File: config.mk
export PLATFORM = sky130hd
export DESIGN_NAME = vga_pattern_sched_flat
export DESIGN_NICKNAME = d
export VERILOG_FILES = /design/src/rtl/vga_pkg.sv /design/src/rtl/vga_pattern_sched_if.sv /design/src/rtl/vga_pattern_gen.sv /design/src/rtl/vga_pattern_sched.sv /design/src/flat_wrapper.sv
export SDC_FILE = /design/constraint.sdc
export NUM_CORES = 1
export LEC_CHECK = 0
export BUFFER_PORTS_ARGS = -buffer_cell sky130_fd_sc_hd__buf_2
export CAP_MARGIN = 10
export CORE_ASPECT_RATIO = 1.1
export CORE_MARGIN = 1.5
export CORE_UTILIZATION = 57
export CTS_BUF_LIST = sky130_fd_sc_hd__clkbuf_16
export DETAILED_ROUTE_END_ITERATION = 6
export GPL_ROUTABILITY_DRIVEN = 0
export PLACE_DENSITY = 0.89
export SYNTH_ARGS = -nofsm -noshare
export SYNTH_HDL_FRONTEND = slang
export SYNTH_HIERARCHICAL = 1
export SYNTH_SLANG_ARGS = --single-unit
File: constraint.sdc
create_clock -name clk -period 5.5 [get_ports clk]
set_clock_uncertainty 0.2 [all_clocks]
set_input_delay 0.55 -clock clk [delete_from_list [all_inputs] [get_ports clk]]
set_output_delay 0.55 -clock clk [all_outputs]
set_load 0.1 [all_outputs]
File: src/rtl/vga_pkg.sv
// rtl/vga_pkg.sv - shared constants and enums for the VGA test-pattern scheduler
package vga_pkg;

    localparam int H_ACTIVE = 640;
    localparam int V_ACTIVE = 480;

    typedef enum logic [1:0] {
        PAT_BARS  = 2'd0,
        PAT_CHECK = 2'd1,
        PAT_HGRAD = 2'd2,
        PAT_VGRAD = 2'd3
    } pat_e;

    typedef enum logic {
        ST_RUN  = 1'b0,
        ST_PEND = 1'b1
    } state_e;

endpackage

File: src/rtl/vga_pattern_sched_if.sv
// rtl/vga_pattern_sched_if.sv - timing, control and pin bundle of the pattern scheduler
interface vga_pattern_sched_if;
    logic [9:0] hpos;
    logic [9:0] vpos;
    logic       display_on;
    logic       hsync_in;
    logic       vsync_in;
    logic       auto_en;
    logic       next_req;
    logic       next_ack;
    logic [1:0] pattern_sel;
    logic [3:0] VGA_R;
    logic [3:0] VGA_G;
    logic [3:0] VGA_B;
    logic       VGA_HS;
    logic       VGA_VS;

    modport master (
        output hpos, vpos, display_on, hsync_in, vsync_in, auto_en, next_req,
        input  next_ack, pattern_sel, VGA_R, VGA_G, VGA_B, VGA_HS, VGA_VS
    );

    modport slave (
        input  hpos, vpos, display_on, hsync_in, vsync_in, auto_en, next_req,
        output next_ack, pattern_sel, VGA_R, VGA_G, VGA_B, VGA_HS, VGA_VS
    );
endinterface

File: src/rtl/vga_pattern_gen.sv
// rtl/vga_pattern_gen.sv - combinational map from pixel position and pattern to 12-bit RGB
module vga_pattern_gen
    import vga_pkg::*;
#(
    parameter int BAR_WIDTH = 80
) (
    input  logic [9:0]  hpos,
    input  logic [9:0]  vpos,
    input  pat_e        pattern_sel,
    output logic [11:0] rgb
);

    logic [9:0] bar_idx;
    logic [2:0] bar_c;
    logic       unused_bits;

    assign bar_idx     = hpos / 10'(BAR_WIDTH);
    assign bar_c       = 3'd7 - bar_idx[2:0];
    assign unused_bits = &{1'b0, bar_idx[9:3], vpos[9], vpos[4:0]};

    always_comb begin
        rgb = '0;
        case (pattern_sel)
            PAT_BARS:  rgb = {{4{bar_c[2]}}, {4{bar_c[1]}}, {4{bar_c[0]}}};
            PAT_CHECK: rgb = {12{hpos[5] ^ vpos[5]}};
            PAT_HGRAD: rgb = {hpos[9:6], hpos[9:6], hpos[9:6]};
            PAT_VGRAD: rgb = {8'h00, vpos[8:5]};
            default:   rgb = '0;
        endcase
    end

endmodule

File: src/rtl/vga_pattern_sched.sv
// rtl/vga_pattern_sched.sv - tear-free test-pattern scheduler with registered RGB and syncs
module vga_pattern_sched
    import vga_pkg::*;
#(
    parameter int BAR_WIDTH          = 80,
    parameter int FRAMES_PER_PATTERN = 60
) (
    input  logic                clk,
    input  logic                reset,
    vga_pattern_sched_if.slave  bus
);

    localparam logic [7:0] CNT_LAST = 8'(FRAMES_PER_PATTERN - 1);

    state_e      state;
    pat_e        pat;
    logic [7:0]  frame_cnt;
    logic        next_ack_q;
    logic [11:0] gen_rgb;
    logic [11:0] rgb_q;
    logic        hs_q;
    logic        vs_q;
    logic        fb;
    logic        auto_hit;
    logic        manual_hit;

    vga_pattern_gen #(.BAR_WIDTH(BAR_WIDTH)) u_gen (
        .hpos        (bus.hpos),
        .vpos        (bus.vpos),
        .pattern_sel (pat),
        .rgb         (gen_rgb)
    );

    // First cycle of vertical blanking: the only point where the pattern may change.
    assign fb         = (bus.vpos == 10'(V_ACTIVE)) && (bus.hpos == 10'd0);
    assign auto_hit   = fb && bus.auto_en && (frame_cnt == CNT_LAST);
    assign manual_hit = fb && (state == ST_PEND);

    always_ff @(posedge clk or negedge reset) begin
        if (!reset) begin
            state      <= ST_RUN;
            pat        <= PAT_BARS;
            frame_cnt  <= '0;
            next_ack_q <= 1'b0;
            rgb_q      <= '0;
            hs_q       <= 1'b1;
            vs_q       <= 1'b1;
        end else begin
            next_ack_q <= manual_hit;
            case (state)
                // A request still high during the ack cycle belongs to the one just served.
                ST_RUN:  if (bus.next_req && !next_ack_q) state <= ST_PEND;
                ST_PEND: if (fb) state <= ST_RUN;
                default: state <= ST_RUN;
            endcase
            if (auto_hit || manual_hit) begin
                pat <= pat_e'(pat + 2'd1);
            end
            if (!bus.auto_en || auto_hit || manual_hit) begin
                frame_cnt <= '0;
            end else if (fb) begin
                frame_cnt <= frame_cnt + 8'd1;
            end
            rgb_q <= bus.display_on ? gen_rgb : 12'h000;
            hs_q  <= bus.hsync_in;
            vs_q  <= bus.vsync_in;
        end
    end

    assign bus.next_ack    = next_ack_q;
    assign bus.pattern_sel = pat;
    assign bus.VGA_R       = rgb_q[11:8];
    assign bus.VGA_G       = rgb_q[7:4];
    assign bus.VGA_B       = rgb_q[3:0];
    assign bus.VGA_HS      = hs_q;
    assign bus.VGA_VS      = vs_q;

endmodule
File: src/flat_wrapper.sv
// flat-port wrapper written by rule: the top's interface ports become plain ports
module vga_pattern_sched_flat import vga_pkg::*;
#(
    parameter int BAR_WIDTH          = 80,
    parameter int FRAMES_PER_PATTERN = 60
)
  (clk, reset, bus_hpos, bus_vpos, bus_display_on, bus_hsync_in, bus_vsync_in, bus_auto_en, bus_next_req, bus_next_ack, bus_pattern_sel, bus_VGA_R, bus_VGA_G, bus_VGA_B, bus_VGA_HS, bus_VGA_VS);
  vga_pattern_sched_if bus_i ();
  input  logic clk;
  input  logic reset;
  input wire logic [$bits(bus_i.hpos)-1:0] bus_hpos;
  input wire logic [$bits(bus_i.vpos)-1:0] bus_vpos;
  input wire logic [$bits(bus_i.display_on)-1:0] bus_display_on;
  input wire logic [$bits(bus_i.hsync_in)-1:0] bus_hsync_in;
  input wire logic [$bits(bus_i.vsync_in)-1:0] bus_vsync_in;
  input wire logic [$bits(bus_i.auto_en)-1:0] bus_auto_en;
  input wire logic [$bits(bus_i.next_req)-1:0] bus_next_req;
  output wire logic [$bits(bus_i.next_ack)-1:0] bus_next_ack;
  output wire logic [$bits(bus_i.pattern_sel)-1:0] bus_pattern_sel;
  output wire logic [$bits(bus_i.VGA_R)-1:0] bus_VGA_R;
  output wire logic [$bits(bus_i.VGA_G)-1:0] bus_VGA_G;
  output wire logic [$bits(bus_i.VGA_B)-1:0] bus_VGA_B;
  output wire logic [$bits(bus_i.VGA_HS)-1:0] bus_VGA_HS;
  output wire logic [$bits(bus_i.VGA_VS)-1:0] bus_VGA_VS;
  assign bus_i.hpos = bus_hpos;
  assign bus_i.vpos = bus_vpos;
  assign bus_i.display_on = bus_display_on;
  assign bus_i.hsync_in = bus_hsync_in;
  assign bus_i.vsync_in = bus_vsync_in;
  assign bus_i.auto_en = bus_auto_en;
  assign bus_i.next_req = bus_next_req;
  assign bus_next_ack = bus_i.next_ack;
  assign bus_pattern_sel = bus_i.pattern_sel;
  assign bus_VGA_R = bus_i.VGA_R;
  assign bus_VGA_G = bus_i.VGA_G;
  assign bus_VGA_B = bus_i.VGA_B;
  assign bus_VGA_HS = bus_i.VGA_HS;
  assign bus_VGA_VS = bus_i.VGA_VS;
  vga_pattern_sched #(.BAR_WIDTH(BAR_WIDTH), .FRAMES_PER_PATTERN(FRAMES_PER_PATTERN)) u_core (.clk(clk), .reset(reset), .bus(bus_i));
endmodule
==> qor.csv, run 1 <==
stage;metric;value;unit
yosys;post-synthesis cell area;0.00177;mm2
clock_tree;clock slew seen by the registers of the worst setup and hold paths;0.06;ns
die;number of placement rows;21;
yosys;number of synthesized register bits;26;
yosys;number of cells produced by synthesis;169;
pwr;maximum ir drop on the vdd rail;0.000203;V
die;die area;0.00345;mm2
layout;net count of the finished layout;235;
sta;RSZ-0062 raised after global routing;no;
pwr;Clock Power Share;31.6;%
critical_path;path type of the worst setup path;reg -> out;
sta;post-layout worst setup margin;3.44;ns
layout;commonest non-fill, non-tap cells in the layout;sky130_fd_sc_hd__buf_2, sky130_fd_sc_hd__dfrtp_1, sky130_fd_sc_hd__and2_1;
grt;via count of the first global-routing pass;1388;
critical_path;kind of start point of the critical path;register;
worst_hold_path;kind of path behind the tightest hold check;in -> async;
layout;ratio of cells with drive above 1 in the final layout;34.5;%
layout;final design utilization;68.4;%
pwr;power density over the cells;243;mW/mm2
critical_path;chain of cells forming the critical path;buf_2;
grt;largest net degree at the start of global routing;27;
critical_path;CP required;4.75;ns
die;width of the die;56.2;um
grt;global route total overflow;0;
clock_tree;worst-case clock buffer depth;2;
die;area of the placeable core;0.00300;mm2
yosys;multiplexer area fraction after synthesis;1.27;%
route;routed length on met3;196;um
clock_tree;setup bufs post-CTS;0;
yosys;cell type with the largest total area after synthesis;sky130_fd_sc_hd__dfrtp_1;
yosys;leading register cell type out of synthesis;sky130_fd_sc_hd__dfrtp_1;
layout;Post-Layout Cell Count;240;
run;Max Cap Violations;0;
pwr;Seq pwr share;40.9;%
yosys;fraction of the mapped netlist area in compound gates;21.0;%
critical_path;combined buffer and inverter count along the critical path;1;
critical_path;data arrival time of the worst path;1.31;ns
route;vias per cell;6.24;
critical_path;worst reg2reg startpoint;u_core/frame_cnt[0]$_DFFE_PN0P_;
route;highest metal used;met4;
clock_tree;number of levels the H-tree was split into;1;
sta;slew at the pin closest to its max-slew limit;0.571;ns
yosys;area share of fa/ha/maj cells after synthesis;0.706;%
clock_tree;insertion delay to the later sink of the worst-skew pair;0.25;ns
critical_path;Critical Path Sink Type;output pin;
grt;Tot GR Track Use;23.1;%
route;total DRC errors in the routed layout;0;
pwr;Static Leak;0.936;nW
yosys;share of flip-flops with an asynchronous set or reset;100;%
pwr;net switching power figure;0.165;mW
yosys;main combinational cell family by area after synthesis;simple AND/OR/NAND/NOR gates;
sta;Slew HR;61.9;%
die;number of top-level pins;44;
yosys;cell types with the largest area share after synthesis;sky130_fd_sc_hd__dfrtp_1, sky130_fd_sc_hd__and2_1, sky130_fd_sc_hd__dfstp_2;
layout;Diodes inserted;0;
layout;fill cell count;243;
grt;initial antenna violation count;0;
route;Met1 Routed Length;1.61;mm
route;routed length on met2;1.91;mm
route;vias after detailed routing;1498;
yosys;number of enable-type register cells in the synthesized netlist;0;
clock_tree;CTS buffer count;3;
clock_tree;number of clock sinks;26;
yosys;count of unique library cells instantiated by Yosys;58;
grt;wire length of the first global-routing pass;6.30;mm
sta;final sum of negative setup slack;0;ns
critical_path;start point of the critical path;u_core/bus.pattern_sel[0]$_DFFE_PN0P_;
pwr;Power Internal;0.333;mW
sta;min cycle time layout;2.06;ns
yosys;Syn. warnings;6;
pwr;fraction of power spent switching nets;33.2;%
sta;Final Max Tran Viols;0;
layout;area added between synthesis and finish;15.6;%
critical_path;critical path's largest stage delay;0.55;ns
place;half-perimeter wire length of the detailed placement result;2.90;mm
route;number of optimization iterations in the first detailed-route pass;4;
pwr;Logic pwr share;27.5;%
yosys;sequential share of the synthesized area;36.9;%
die;Die Ht;61.5;um
sta;share of the cycle needed by the critical path after routing;37.4;%
clock_tree;post-cts resize count;0;
sta;final setup violation count;0;
critical_path;highest fanout seen on the critical path;12;
clock_tree;CTS root buf;sky130_fd_sc_hd__clkbuf_16;
route;detailed-route wire length;3.81;mm
yosys;portion of synthesized cell area occupied by the leading cell type;33.9;%
place;# port buffers;43;
route;remaining number of nets flagged by the antenna check after routing;0;
critical_path;cell at the slowest stage of the critical path;sky130_fd_sc_hd__dfrtp_1;
route;starting DRC count in detailed routing;54;
yosys;mean cell area of the mapped netlist;10.5;um2
outcome;status;completed;
sta;Final Hold Vio Count;0;
place;placed insts;236;
die;initial core utilization;59.1;%
clock_tree;TritonCTS clock tree;yes;
layout;commonest non-fill, non-tap cell in the layout;sky130_fd_sc_hd__buf_2;
critical_path;cell type group with the largest total delay on the critical path;flip-flops;
yosys;net count after synthesis;197;
sta;Fmax achieved;486;MHz
yosys;post-synthesis simple-gate area fraction;34.8;%
clock_tree;cts-stage hold buffer count;0;
place;Place WS;3.27;ns
route;DR WL/cell;15.9;um
yosys;post-synthesis xor/xnor area fraction;1.48;%
-- cell usage after synthesis (all sizes together) (2+ instances only) --
| master | number |
|---|---|
| and3 | 5 |
| and4 | 3 |
| nand2 | 7 |
| a21oi | 2 |
| nor4 | 2 |
| and4bb | 2 |
| nand3b | 2 |
| and3b | 2 |
| clkbuf | 5 |
| o211ai | 5 |
| o32ai | 2 |
| dfrtp | 24 |
| and2 | 16 |
| nand2b | 7 |
| and4b | 2 |
| nor3b | 3 |
| dfstp | 2 |
| inv | 2 |
| nand4 | 3 |
| a311oi | 3 |
| xor2 | 2 |
| nor2 | 5 |
| buf | 5 |
| o22ai | 2 |
| a211o | 5 |
| nor4b | 3 |
| mux2 | 2 |
| o311ai | 2 |
| a211oi | 6 |
| nand3 | 6 |
| nor2b | 2 |
| or3b | 6 |
| a21boi | 2 |
| o21ai | 12 |
-- routing by layer --
layer  track usage (%)  vias up
met5                 0        -
met4              9.86        0
met3              2.94       12
met2              39.8       59
met1              29.7      708
li1                  -      719
-- cell families after synthesis --
group / count (synthesis)
and+or+nand+nor: 79
AOI/OAI and AO/OA: 46
DFF: 26
buffers and inverters: 12
xor gates and xnor gates: 3
muxes: 2
adders and majority gates: 1
-- stage by stage --
step | hold WS, ns | power (mW) | cell area, um2
after floorplan | 0.0544 | 0.311 | 1770
after global placement | 0.240 | 0.340 | 1970
after detailed placement | 0.318 | 0.344 | 1970
after CTS | 0.105 | 0.501 | 2050
after global routing | 0.136 | 0.518 | 2050
final | 0.0854 | 0.498 | 2050
-- flip-flops by register name, indices dropped and copies added (netlist names) --
name	cells
u_core/rgb_q	12
u_core/bus.next_ack	1
u_core/bus.VGA_HS	1
u_core/bus.VGA_VS	1
u_core/state	1
u_core/frame_cnt	8
u_core/bus.pattern_sel	2
-- worst paths after layout --
path	to	slack, ns	cells after the start
worst max-delay path	bus_pattern_sel[0]	3.44	1
worst min-delay path	u_core/frame_cnt[7]$_DFFE_PN0P_	0.09	1
worst max register to register	u_core/frame_cnt[6]$_DFFE_PN0P_	3.48	5
worst min register to register	u_core/state$_DFF_PN0_	0.31	1
max in group asynchronous	u_core/bus.VGA_VS$_DFF_PN1_	4.63	1
min in group clk	u_core/bus.VGA_VS$_DFF_PN1_	0.20	1
-- layout make-up --
cell class	count	area (um2)	area share, %
inverters	2	7.51	0.367
repair buffers	43	215	10.5
well taps	34	42.5	2.08
flip-flops and latches	26	653	31.9
clock buffers	3	75.1	3.67
clock inverters	1	3.75	0.183
multi-input cells	131	1050	51.3
-- power by group through the flow --
stage	Combinational, mW	Clock [mW]	Sequential (mW)
after floorplan	0.0416	0	0.269
after global placement	0.133	0	0.207
after detailed placement	0.137	0	0.207
after CTS	0.137	0.160	0.204
after global routing	0.146	0.168	0.205
final	0.137	0.157	0.204
Note: power is estimated with default switching activity, not from simulation.
==> run 2, diff against run 1 <==
--- a/config.mk
+++ b/config.mk
@@ -5,15 +5,16 @@
 export SDC_FILE = /design/constraint.sdc
 export NUM_CORES = 1
 export LEC_CHECK = 0
+export ABC_AREA = 1
 export BUFFER_PORTS_ARGS = -buffer_cell sky130_fd_sc_hd__buf_2
 export CAP_MARGIN = 10
 export CORE_ASPECT_RATIO = 1.1
 export CORE_MARGIN = 1.5
-export CORE_UTILIZATION = 57
+export CORE_UTILIZATION = 47
 export CTS_BUF_LIST = sky130_fd_sc_hd__clkbuf_16
 export DETAILED_ROUTE_END_ITERATION = 6
 export GPL_ROUTABILITY_DRIVEN = 0
-export PLACE_DENSITY = 0.89
+export PLACE_DENSITY = 0.79
 export SYNTH_ARGS = -nofsm -noshare
 export SYNTH_HDL_FRONTEND = slang
 export SYNTH_HIERARCHICAL = 1
==> constraint.sdc (replaced) <==
create_clock -name clk -period 1.79 [get_ports clk]
set_clock_uncertainty 0.2 [all_clocks]
set_input_delay 0.179 -clock clk [delete_from_list [all_inputs] [get_ports clk]]
set_output_delay 0.179 -clock clk [all_outputs]
set_load 0.1 [all_outputs]
==> run 2 against run 1 <==
Critical path depth grew 5. Final cell count grew 38%. Sequential power grew to 3.0 times the previous value. Sequential share of layout area grew 0.14 points. Hold slack lost 0.065 ns. Critical endpoint is now u_core/frame_cnt[0]$_DFFE_PN0P_.
==> qor.csv, run 2 <==
stage;metric;value;unit
outcome;status;completed;
place;# port buffers;43;
die;number of top-level pins;44;
pwr;power density over the cells;776;mW/mm2
sta;share of the cycle needed by the critical path after routing;89.3;%
clock_tree;CTS buffer count;3;
pwr;maximum ir drop on the vdd rail;0.000357;V
yosys;Syn. warnings;6;
sta;final setup violation count;0;
yosys;cell types with the largest area share after synthesis;sky130_fd_sc_hd__dfrtp_1, sky130_fd_sc_hd__nand2_1, sky130_fd_sc_hd__inv_1;
layout;commonest non-fill, non-tap cell in the layout;sky130_fd_sc_hd__nand2_1;
critical_path;CP required;1.78;ns
critical_path;path type of the worst setup path;reg -> reg;
worst_hold_path;kind of path behind the tightest hold check;in -> reg;
critical_path;cell at the slowest stage of the critical path;sky130_fd_sc_hd__dfrtp_1;
yosys;share of flip-flops with an asynchronous set or reset;100;%
yosys;number of enable-type register cells in the synthesized netlist;0;
clock_tree;insertion delay to the later sink of the worst-skew pair;0.25;ns
die;number of placement rows;22;
grt;Tot GR Track Use;19.0;%
clock_tree;setup bufs post-CTS;0;
yosys;leading register cell type out of synthesis;sky130_fd_sc_hd__dfrtp_1;
route;vias per cell;4.57;
sta;Final Max Tran Viols;0;
sta;RSZ-0062 raised after global routing;no;
yosys;count of unique library cells instantiated by Yosys;29;
yosys;count leader, synth;sky130_fd_sc_hd__nand2_1;
die;die area;0.00385;mm2
grt;initial antenna violation count;0;
critical_path;combined buffer and inverter count along the critical path;0;
route;total DRC errors in the routed layout;0;
layout;area added between synthesis and finish;24.9;%
place;Placed Instance Area;0.00190;mm2
critical_path;data arrival time of the worst path;1.59;ns
route;vias after detailed routing;1517;
clock_tree;worst-case clock buffer depth;2;
clock_tree;clock slew seen by the registers of the worst setup and hold paths;0.06;ns
yosys;portion of synthesized cell area occupied by the leading cell type;36.6;%
place;placed insts;324;
layout;Diodes inserted;0;
yosys;top cells by count, synth;sky130_fd_sc_hd__nand2_1, sky130_fd_sc_hd__inv_1, sky130_fd_sc_hd__dfrtp_1;
critical_path;highest fanout seen on the critical path;8;
yosys;post-synthesis cell area;0.00164;mm2
layout;net count of the finished layout;313;
grt;wire length of the first global-routing pass;5.78;mm
die;width of the die;59.3;um
route;DR WL/cell;9.76;um
sta;post-layout worst setup margin;0.192;ns
critical_path;cell type group with the largest total delay on the critical path;flip-flops;
run;Max Cap Violations;0;
critical_path;Critical Path Sink Type;register;
route;detailed-route wire length;3.24;mm
grt;via count of the first global-routing pass;1422;
sta;Slew HR;64.1;%
critical_path;chain of cells forming the critical path;ha_1 -> nand2_1 -> nor2_2 -> a21oi_2 -> nand4_1 -> nand2_1;
grt;largest net degree at the start of global routing;27;
layout;flip-flop count of the largest register, all copies and words added;12;
critical_path;CP dominant cell by count;sky130_fd_sc_hd__nand2_1;
layout;register ranked first by flip-flop count;u_core/rgb_q;
sta;min cycle time layout;1.60;ns
route;number of optimization iterations in the first detailed-route pass;5;
grt;global route total overflow;0;
sta;Final Hold Vio Count;0;
yosys;cell type with the largest total area after synthesis;sky130_fd_sc_hd__dfrtp_1;
sta;Fmax achieved;626;MHz
clock_tree;number of levels the H-tree was split into;1;
sta;slew at the pin closest to its max-slew limit;0.539;ns
layout;ratio of cells with drive above 1 in the final layout;27.8;%
layout;Post-Layout Cell Count;332;
die;area of the placeable core;0.00333;mm2
critical_path;critical path's largest stage delay;0.42;ns
yosys;number of cells produced by synthesis;235;
layout;commonest non-fill, non-tap cells in the layout;sky130_fd_sc_hd__nand2_1, sky130_fd_sc_hd__inv_1, sky130_fd_sc_hd__buf_2;
clock_tree;TritonCTS clock tree;yes;
die;initial core utilization;49.2;%
yosys;mean cell area of the mapped netlist;6.97;um2
layout;fill cell count;312;
pwr;Static Leak;1.24;nW
sta;final sum of negative setup slack;0;ns
place;Place WS;0.137;ns
route;remaining number of nets flagged by the antenna check after routing;0;
yosys;sequential share of the synthesized area;39.8;%
layout;post-route cell area;0.00205;mm2
clock_tree;post-cts resize count;0;
yosys;net count after synthesis;263;
route;starting DRC count in detailed routing;69;
die;Die Ht;64.9;um
critical_path;kind of start point of the critical path;register;
clock_tree;number of clock sinks;26;
place;half-perimeter wire length of the detailed placement result;2.44;mm
clock_tree;CTS root buf;sky130_fd_sc_hd__clkbuf_16;
yosys;number of synthesized register bits;26;
run 2: cell count changes after synthesis, moves of 5 or more:
cell	change
sky130_fd_sc_hd__a21oi_1	+5
sky130_fd_sc_hd__and2_1	-15
sky130_fd_sc_hd__and3_1	-5
sky130_fd_sc_hd__inv_1	+44
sky130_fd_sc_hd__nand2_1	+74
sky130_fd_sc_hd__nand2_2	+7
sky130_fd_sc_hd__nand2b_1	-7
sky130_fd_sc_hd__nand3_1	+11
sky130_fd_sc_hd__nand4_1	+8
sky130_fd_sc_hd__nor2_1	+6
sky130_fd_sc_hd__nor2_2	+6
sky130_fd_sc_hd__o21ai_0	-6
sky130_fd_sc_hd__or3b_1	-6
run 2: kinds of logic (layout without fill, tap and decap cells):
| group | Yosys count | count (layout) | share of synthesized area (%) |
|---|---|---|---|
| adder cells (fa/ha/maj) | 1 | 1 | 0.763 |
| buffers and inverters | 52 | 101 | 12.6 |
| XOR/XNOR | 3 | 3 | 1.60 |
| AND/OR/NAND/NOR | 140 | 140 | 40.0 |
| flip-flops | 26 | 26 | 39.8 |
| AO/OA/AOI/OAI | 13 | 13 | 5.19 |
run 2: final cells by class:
class | count | area (um2) | area share (%)
clock buffer | 3 | 75.1 | 3.67
sequential | 26 | 656 | 32.0
tap | 48 | 60.1 | 2.93
clock inverter | 1 | 30.0 | 1.47
multi-input combinational | 157 | 779 | 38.1
timing repair buffer | 48 | 263 | 12.8
inverter | 49 | 184 | 8.99
run 2: tightest hold or removal path: cells and delay by family:
family        cells  cell delay (ns)
buf+inv           2             0.19
simple gates      1             0.07
run 2: final timing paths:
check	from	endpoint	slack, ns	depth (start not counted)
worst max-delay path	u_core/frame_cnt[1]$_DFFE_PN0P_	u_core/frame_cnt[0]$_DFFE_PN0P_	0.19	6
worst min-delay path	bus_display_on	u_core/rgb_q[5]$_DFF_PN0_	0.02	3
worst max register to register	u_core/frame_cnt[1]$_DFFE_PN0P_	u_core/frame_cnt[0]$_DFFE_PN0P_	0.19	6
worst min register to register	u_core/frame_cnt[6]$_DFFE_PN0P_	u_core/frame_cnt[6]$_DFFE_PN0P_	0.35	2
max in group asynchronous	reset	u_core/bus.pattern_sel[1]$_DFFE_PN0P_	0.76	2
min in group asynchronous	reset	u_core/bus.next_ack$_DFF_PN0_	0.24	2
run 2: layer usage:
metal	GRT usage, %	part of all wire, %
met5	0	0
met4	7.67	1.2
met3	1.60	4.7
met2	30.9	47
met1	25.7	47
run 2: power by group:
part | switching (mW) | internal [mW] | total (mW)
registers | 0.00406 | 0.609 | 0.613
logic | 0.266 | 0.0779 | 0.344
clock network | 0.186 | 0.444 | 0.630
total | 0.457 | 1.13 | 1.59
run 2: what timing repair did:
item	CTS	global route
endpoints found under the hold margin	27	0
hold buffers	4	0
endpoints found under the setup margin	0	0
run 2: metrics by stage:
stage	util (%)	power, mW	hold WS [ns]
6_report	61.5	1.59	0.0207
3_3_place_gp	57.1	0.959	-0.00581
4_1_cts	61.5	1.60	0.0186
2_1_floorplan	-	0.878	-0.317
3_5_place_dp	57.1	0.962	-0.00388
5_1_grt	61.5	1.65	0.0467
==> run 3, diff against run 2 <==
--- a/config.mk
+++ b/config.mk
@@ -14,6 +14,7 @@
 export CTS_BUF_LIST = sky130_fd_sc_hd__clkbuf_16
 export DETAILED_ROUTE_END_ITERATION = 6
 export GPL_ROUTABILITY_DRIVEN = 0
+export GPL_TIMING_DRIVEN = 0
 export PLACE_DENSITY = 0.79
 export SYNTH_ARGS = -nofsm -noshare
 export SYNTH_HDL_FRONTEND = slang
==> run 3 against run 2 <==
Combinational power is essentially flat. Wire length grew 2.1%. Sequential cell count is the same. Sequential share of layout area shrank 0.46 points. Sequential power is essentially flat. Clock-buffer cell count is the same. Worst setup slack lost 0.046 ns. Register-to-register slack lost 0.05 ns.
==> qor.csv, run 3 (synthesis results as in run 2) <==
stage;metric;value;unit
outcome;status;completed;
sta;min cycle time layout;1.64;ns
sta;Final Max Tran Viols;0;
clock_tree;number of levels the H-tree was split into;1;
critical_path;CP required;1.74;ns
critical_path;kind of start point of the critical path;register;
place;# port buffers;42;
worst_hold_path;sink of the worst hold path;u_core/bus.next_ack$_DFF_PN0_;
clock_tree;CTS buffer count;3;
worst_hold_path;hold_sp;bus_vpos[4];
sta;share of the cycle needed by the critical path after routing;91.9;%
critical_path;highest fanout seen on the critical path;6;
route;number of optimization iterations in the first detailed-route pass;4;
sta;Final Hold Vio Count;0;
route;DR WL/cell;9.91;um
sta;slew at the pin closest to its max-slew limit;0.543;ns
grt;largest net degree at the start of global routing;27;
die;Die Ht;64.9;um
layout;post-route cell area;0.00208;mm2
sta;Slew HR;63.8;%
die;area of the placeable core;0.00333;mm2
clock_tree;number of clock sinks;26;
grt;wire length of the first global-routing pass;5.75;mm
sta;Fmax achieved;608;MHz
layout;commonest non-fill, non-tap cell in the layout;sky130_fd_sc_hd__nand2_1;
sta;final setup violation count;0;
worst_hold_path;count of cells along the worst hold path;4;
clock_tree;TritonCTS clock tree;yes;
critical_path;setup slack, reg-to-reg;0.15;ns
route;vias per cell;4.70;
grt;via count of the first global-routing pass;1397;
die;initial core utilization;49.2;%
place;half-perimeter wire length of the detailed placement result;2.47;mm
route;starting DRC count in detailed routing;33;
critical_path;Critical Path Sink Type;register;
layout;net count of the finished layout;315;
grt;initial antenna violation count;0;
clock_tree;clock slew seen by the registers of the worst setup and hold paths;0.06;ns
grt;Tot GR Track Use;19.0;%
sta;final sum of negative setup slack;0;ns
layout;Diodes inserted;0;
route;total DRC errors in the routed layout;0;
place;Place WS;0.116;ns
sta;RSZ-0062 raised after global routing;no;
layout;commonest non-fill, non-tap cells in the layout;sky130_fd_sc_hd__nand2_1, sky130_fd_sc_hd__inv_1, sky130_fd_sc_hd__buf_2;
route;remaining number of nets flagged by the antenna check after routing;0;
die;die area;0.00385;mm2
layout;ratio of cells with drive above 1 in the final layout;28.0;%
pwr;maximum ir drop on the vdd rail;0.000441;V
sta;Post-Route Hold Slack;0.0319;ns
critical_path;terminus of the critical flop-to-flop path;u_core/bus.pattern_sel[1]$_DFFE_PN0P_;
pwr;power density over the cells;764;mW/mm2
clock_tree;setup bufs post-CTS;0;
sta;post-layout worst setup margin;0.146;ns
die;number of placement rows;22;
die;width of the die;59.3;um
clock_tree;CTS root buf;sky130_fd_sc_hd__clkbuf_16;
worst_hold_path;kind of path behind the tightest hold check;in -> reg;
clock_tree;insertion delay to the later sink of the worst-skew pair;0.25;ns
grt;global route total overflow;0;
clock_tree;worst-case clock buffer depth;2;
place;Placed Instance Area;0.00191;mm2
critical_path;path depth of the worst reg2reg path;8;
pwr;Static Leak;1.25;nW
critical_path;worst reg2reg startpoint;u_core/frame_cnt[0]$_DFFE_PN0P_;
layout;area added between synthesis and finish;26.7;%
layout;final design utilization;62.4;%
critical_path;data arrival time of the worst path;1.59;ns
die;number of top-level pins;44;
route;detailed-route wire length;3.31;mm
route;vias after detailed routing;1570;
run;Max Cap Violations;0;
layout;fill cell count;301;
layout;register ranked first by flip-flop count;u_core/rgb_q;
layout;flip-flop count of the largest register, all copies and words added;12;
critical_path;path type of the worst setup path;reg -> reg;
[run 3: cell type report]
| type | instances | area [um2] | area share (%) |
|---|---|---|---|
| Multi-Input combinational cell | 157 | 790 | 38.0 |
| Sequential cell | 26 | 656 | 31.6 |
| Buffer | 3 | 22.5 | 1.08 |
| Timing Repair Buffer | 47 | 260 | 12.5 |
| Tap cell | 48 | 60.1 | 2.89 |
| Clock buffer | 3 | 75.1 | 3.61 |
| Clock inverter | 1 | 30.0 | 1.45 |
| Inverter | 49 | 184 | 8.86 |
[run 3: metrics by stage]
step	power, mW	instances
3_3_place_gp	0.961	325
2_1_floorplan	0.878	235
5_1_grt	1.65	334
3_5_place_dp	0.964	325
6_report	1.59	334
4_1_cts	1.60	334
[run 3: what timing repair did]
action                                 CTS  global route
setup endpoints to repair                0             3
endpoints found under the hold margin   29             0
gates resized for setup                  0             2
hold buffers                             5             0
[run 3: per-layer routing]
metal,GRT usage (%),part of all wire (%)
met1,25.9,46
met2,32.0,50
met3,1.40,3.4
met4,5.11,1.1
met5,0,0
[run 3: how the worst max path moves through the flow]
stage                                                     start  depth (start not counted)  slack [ns]                               endpoint
after floorplan           u_core/bus.pattern_sel[0]$_DFFE_PN0P_                          8       0.002              u_core/rgb_q[4]$_DFF_PN0_
after global placement                              bus_hpos[7]                         11        0.14              u_core/rgb_q[2]$_DFF_PN0_
after detailed placement                            bus_hpos[7]                         11        0.12              u_core/rgb_q[3]$_DFF_PN0_
after CTS                       u_core/frame_cnt[0]$_DFFE_PN0P_                          6        0.08        u_core/frame_cnt[3]$_DFFE_PN0P_
after global routing            u_core/frame_cnt[0]$_DFFE_PN0P_                          8        0.04  u_core/bus.pattern_sel[0]$_DFFE_PN0P_
final                           u_core/frame_cnt[0]$_DFFE_PN0P_                          8        0.15  u_core/bus.pattern_sel[1]$_DFFE_PN0P_
[run 3: critical path, stage by stage, from the launching register on]
cell and delay, ns:
sky130_fd_sc_hd__dfrtp_1 0.45, sky130_fd_sc_hd__ha_2 0.26, sky130_fd_sc_hd__nand2_1 0.07, sky130_fd_sc_hd__nor2_2 0.16, sky130_fd_sc_hd__nand2_1 0.09, sky130_fd_sc_hd__nand2_2 0.10, sky130_fd_sc_hd__nand3_2 0.08, sky130_fd_sc_hd__nand2_1 0.07
sky130_fd_sc_hd__nand2_1 0.05
[run 3: report_power, final]
group | internal [mW] | switching (mW)
clock | 0.444 | 0.182
combinational | 0.0805 | 0.267
sequential | 0.609 | 0.00370
total | 1.13 | 0.453
